==> src/rtl/uart_tx.sv <==
// UART transmitter: 8N1 serial framing of bytes drawn from a small transmit FIFO.
// The line output is registered, so io_tx has no combinational path from any input.
module uart_tx #(
    parameter int unsigned CLKS_PER_BIT = 868,
    parameter int unsigned FIFO_DEPTH   = 4
) (
    input  logic                          clk,
    input  logic                          reset,
    input  logic [7:0]                    tx_data,
    input  logic                          tx_valid,
    output logic                          tx_ready,
    output logic                          io_tx,
    output logic                          busy,
    output logic [$clog2(FIFO_DEPTH):0]   fifo_count
);
    localparam int unsigned PtrW  = $clog2(FIFO_DEPTH);
    localparam int unsigned CntW  = PtrW + 1;
    localparam int unsigned BaudW = $clog2(CLKS_PER_BIT);
    localparam logic [BaudW-1:0] BaudLast = BaudW'(CLKS_PER_BIT - 1);
    localparam logic [CntW-1:0]  CntFull  = CntW'(FIFO_DEPTH);

    typedef enum logic [1:0] {StIdle, StStart, StData, StStop} state_e;

    state_e          state_q, state_d;
    logic [7:0]      mem_q [FIFO_DEPTH];
    logic [PtrW-1:0] wr_ptr_q, wr_ptr_d;
    logic [PtrW-1:0] rd_ptr_q, rd_ptr_d;
    logic [CntW-1:0] count_q, count_d;
    logic [BaudW-1:0] baud_q, baud_d;
    logic [2:0]      bit_q, bit_d;
    logic [7:0]      shift_q, shift_d;
    logic            tx_q, tx_d;
    logic            push, pop, bit_done;

    assign tx_ready   = count_q < CntFull;
    assign push       = tx_valid && tx_ready;
    assign bit_done   = baud_q == BaudLast;
    assign io_tx      = tx_q;
    assign busy       = (state_q != StIdle) || (count_q != '0);
    assign fifo_count = count_q;

    always_comb begin
        state_d = state_q;
        baud_d  = baud_q;
        bit_d   = bit_q;
        shift_d = shift_q;
        tx_d    = tx_q;
        pop     = 1'b0;
        if (state_q != StIdle) begin
            baud_d = bit_done ? '0 : baud_q + 1'b1;
        end
        unique case (state_q)
            StIdle: begin
                if (count_q != '0) begin
                    state_d = StStart;
                    pop     = 1'b1;
                    tx_d    = 1'b0;
                    baud_d  = '0;
                end
            end
            StStart: begin
                if (bit_done) begin
                    state_d = StData;
                    tx_d    = shift_q[0];
                    shift_d = {1'b0, shift_q[7:1]};
                end
            end
            StData: begin
                if (bit_done) begin
                    bit_d = bit_q + 1'b1;
                    if (bit_q == 3'd7) begin
                        state_d = StStop;
                        tx_d    = 1'b1;
                    end else begin
                        tx_d    = shift_q[0];
                        shift_d = {1'b0, shift_q[7:1]};
                    end
                end
            end
            StStop: begin
                if (bit_done) begin
                    // Chain straight into the next start bit to avoid an idle gap.
                    if (count_q != '0) begin
                        state_d = StStart;
                        pop     = 1'b1;
                        tx_d    = 1'b0;
                    end else begin
                        state_d = StIdle;
                        tx_d    = 1'b1;
                    end
                end
            end
            default: state_d = StIdle;
        endcase
        if (pop) begin
            shift_d = mem_q[rd_ptr_q];
        end
    end

    assign wr_ptr_d = push ? wr_ptr_q + 1'b1 : wr_ptr_q;
    assign rd_ptr_d = pop ? rd_ptr_q + 1'b1 : rd_ptr_q;
    assign count_d  = count_q + CntW'(push) - CntW'(pop);

    always_ff @(posedge clk) begin
        if (reset) begin
            state_q  <= StIdle;
            wr_ptr_q <= '0;
            rd_ptr_q <= '0;
            count_q  <= '0;
            baud_q   <= '0;
            bit_q    <= '0;
            shift_q  <= '0;
            tx_q     <= 1'b1;
        end else begin
            state_q  <= state_d;
            wr_ptr_q <= wr_ptr_d;
            rd_ptr_q <= rd_ptr_d;
            count_q  <= count_d;
            baud_q   <= baud_d;
            bit_q    <= bit_d;
            shift_q  <= shift_d;
            tx_q     <= tx_d;
        end
    end

    always_ff @(posedge clk) begin
        if (!reset && push) begin
            mem_q[wr_ptr_q] <= tx_data;
        end
    end

endmodule
==> config.mk <==
export PLATFORM = sky130hd
export DESIGN_NAME = uart_tx
export DESIGN_NICKNAME = d
export VERILOG_FILES = /design/src/rtl/uart_tx.sv
export SDC_FILE = /design/constraint.sdc
export NUM_CORES = 1
export LEC_CHECK = 0
export CAP_MARGIN = 15
export CORE_MARGIN = 8
export CORE_UTILIZATION = 53
export DETAILED_ROUTE_END_ITERATION = 10
export PLACE_DENSITY = 0.84
export RECOVER_POWER = 50
export SETUP_SLACK_MARGIN = 0.15
export SKIP_CTS_REPAIR_TIMING = 1
export SYNTH_ARGS = -nofsm -noshare
export SYNTH_HDL_FRONTEND = slang
export SYNTH_SLANG_ARGS = --single-unit
export TNS_END_PERCENT = 50
==> constraint.sdc <==
create_clock -name clk -period 2.8 [get_ports clk]
set_clock_uncertainty 0.05 [all_clocks]
set_input_delay 0.56 -clock clk [delete_from_list [all_inputs] [get_ports clk]]
set_output_delay 0.56 -clock clk [all_outputs]
set_load 0.005 [all_outputs]
==> summary.md <==
| Metric | Value |
|---|---|
| Outcome | finished clean |
| Synth Area in XOR/XNOR | 2.054% |
| Iter 0 DRT Violations | 174 |
| Critical path type | register to register |
| Remaining DRCs | 0 |
| FMAX | 378.6 MHz |
| Multiplexer share of the synthesized area | 7.460% |
| Slew Viols, Final | 0 |
| Die height | 91.05 µm |
| Pleak | 1.203 nW |
| Post-Syn Area | 0.002985 mm² |
| Largest net degree at the start of global routing | 14 |
| Netlist cell types | 49 |
| Initial antenna violation count | 0 |
| Total power | 3.338 mW |
| Most common cell in the netlist | dfxtp_1 |
| Yosys reg bits | 65 |
| Fin crit share | 94.32% |
| Int Pwr | 2.224 mW |
| YS warnings | 0 |
| Synth top area share | 32.19% |
| Final min period | 2.641 ns |
| Sw frac | 33.37% |
| Port bufs | 16 |
| Top Ports | 17 |
| Pin slew with the least headroom to its limit | 0.5229 ns |
| Worst Path Required | 2.98 ns |
| Top FF cell, synth | dfxtp_1 |
| Max_cap viols | 0 |
| Final TNS setup | 0 ns |
| Mapped Avg Cell Area | 11.71 µm² |
| P per Cell Area | 968.2 mW/mm² |
| Simple-gate share of the synthesized area | 14.21% |
| Yosys top cell by area | edfxtp_1 |
| Synth Area in Compound Gates | 12.32% |
| Clock buffer count from CTS | 9 |
| WP data arrival | 2.82 ns |
| Adder-Cell Fraction of Synth Area | 5.700% |
| Core area | 0.005473 mm² |
| Gr ovfl total | 0 |
| Synth Instances | 255 |
| Final Hold Fails | 0 |
| Die Wd | 91.05 µm |
| Gate power share | 34.8% |
| Async S/R FF share, synth | 0% |
| Vias/cell | 5.743 |
| Latest clock arrival within the worst-skew pair | 0.34 ns |
| Routed Antenna Nets | 0 |
| Finished Layout Cells | 354 |
| EDFF count, synth | 32 |
| First-pass DRT Iterations | 4 |
| Critical path peak fanout | 7 |
| CP Launch Type | register |
| Drt wl/cell | 16.43 µm |
| Final #Nets | 301 |
| Gr usage total | 14.68% |
| First-pass GRT wire length | 9860 µm |
| Ant diodes | 0 |
| Dpl cells | 338 |
| Reg2reg setup slack | 0.16 ns |
| # setup viols final | 0 |
| Initial Util | 54.55% |
| H-tree depth | 3 |
| Worst Hold Class | register to register |
| Slew margin rel. | 64.91% |
| VDD IR-drop max | 0.6310 mV |
| Dpl hpwl | 4095 µm |
| Clock power share | 26.2% |
| Seq pwr share | 39.0% |
| Setup crit end kind | register |
| Vias | 2,033 |
| Psw | 1.114 mW |
| Vias in the first global route | 2,100 |
| Final core utilization | 62.99% |
| RSZ-0062 raised after global routing | yes |
| Row cnt | 27 |
| Hold Crit Endpoint | bit_q[2]$_SDFFE_PP0P_ |
| Clock transition at path regs | 0.07 ns |
| Clk root buf | clkbuf_8 |
| Ranking of synthesized cells by area | edfxtp_1 32%, dfxtp_1 22%, mux4_2 6.0% |
| Hold Path Cell Cnt | 2 |
| Share of cells above drive strength 1 | 15.60% |
| R2R Path End | fifo_count[2]$_SDFF_PP0_ |
| Die area | 0.008290 mm² |
| Post-synth top cells | 33 x dfxtp_1, 32 x edfxtp_1, 17 x nor2_1 |
| Layout area overhead | 15.47% |
| HP Start | bit_q[2]$_SDFFE_PP0P_ |
| Wirelength, routed | 5817 µm |
| Reg-to-Reg Start | baud_q[0]$_SDFF_PP0_ |
| CTS sink cnt | 65 |
| GP Congestion | 0.8636 |
| Seq/Total Area, Yosys | 54.32% |
| Clock Path Buffers | 2 |
| CTS tree | built |
| Combinational family with the most area after synthesis | simple AND/OR/NAND/NOR gates |
| Mapped Nets | 279 |
| FF-to-FF path depth | 11 |
-- metrics by stage --
| step | instance area (µm²) | setup WS (ns) | hold slack, ns |
|---|---|---|---|
| 2_1_floorplan | 2995 | 0.1508 | 0.3900 |
| 3_3_place_gp | 3227 | 0.2421 | 0.4001 |
| 3_5_place_dp | 3227 | 0.1660 | 0.4059 |
| 4_1_cts | 3445 | 0.1136 | 0.4152 |
| 5_1_grt | 3447 | 0.03745 | 0.4507 |
| 6_report | 3447 | 0.1590 | 0.4151 |
-- worst max-delay path, stage by stage, from the launching register on --
cell and delay (ns):
dfxtp_1 0.37, ha_1 0.22, and4bb_4 0.30, a41oi_2 0.13, or2_4 0.26, xnor2_1 0.15, ha_1 0.16, inv_1 0.05
fa_1 0.43, xnor2_2 0.16, xnor2_1 0.18, nor2_1 0.07
-- registers in the layout, indices dropped and copies added, names as in the netlist, named ones only --
register and flops:
bit_q 3, mem_q 32, baud_q 10, fifo_count 3
rd_ptr_q 2, wr_ptr_q 2, io_tx 1, state_q 2
shift_q 8
-- metal layers --
layer	part of all wire, %	track usage (%)	vias to the layer above
met5	0	0	-
met3	3.8	3.704	15
met4	2.2	8.049	0
li1	-	-	999
met2	50	24.49	48
met1	44	16.94	971
-- placed cells by master (no fill, tap or decap), types with 11 or more instances in the layout --
master and count:
dfxtp_1 31, nand2_1 11, nor2_1 17, nand3_1 14, o21ai_0 12, a21oi_1 11, ha_1 11, inv_1 11
edfxtp_1 32, dlygate4sd3_1 11
-- kinds of logic after synthesis --
family / Yosys count
xor gates and xnor gates: 7
DFF: 65
adders and majority gates: 13
muxes: 12
AOI/OAI and AO/OA: 56
buffers and inverters: 25
and+or+nand+nor: 77
-- cell type report --
| type | count | area (µm²) |
|---|---|---|
| Inverter | 12 | 45.04 |
| Fill cell | 432 | 2026 |
| Multi-Input combinational cell | 165 | 1257 |
| Tap cell | 72 | 90.09 |
| Timing Repair Buffer | 24 | 212.7 |
| Sequential cell | 65 | 1624 |
| Clock buffer | 9 | 123.9 |
| Clock inverter | 7 | 93.84 |
-- worst max path at each step --
stage,from,endpoint,slack [ns]
after floorplan,state_q[0]$_SDFFE_PP0P_,fifo_count[2]$_SDFF_PP0_,0.15
after global placement,state_q[0]$_SDFFE_PP0P_,fifo_count[2]$_SDFF_PP0_,0.24
after detailed placement,state_q[0]$_SDFFE_PP0P_,fifo_count[2]$_SDFF_PP0_,0.17
after CTS,state_q[0]$_SDFFE_PP0P_,busy,0.11
after global routing,baud_q[0]$_SDFF_PP0_,fifo_count[2]$_SDFF_PP0_,0.04
final,baud_q[0]$_SDFF_PP0_,fifo_count[2]$_SDFF_PP0_,0.16
-- power groups by stage --
stage	clock network (mW)	logic, mW	registers [mW]
2_1_floorplan	0	0.916	1.25
3_3_place_gp	0	1.13	1.31
3_5_place_dp	0	1.15	1.32
4_1_cts	0.884	1.16	1.30
5_1_grt	0.921	1.30	1.32
6_report	0.874	1.16	1.30
No activity file was read; power rests on OpenSTA's default activity.
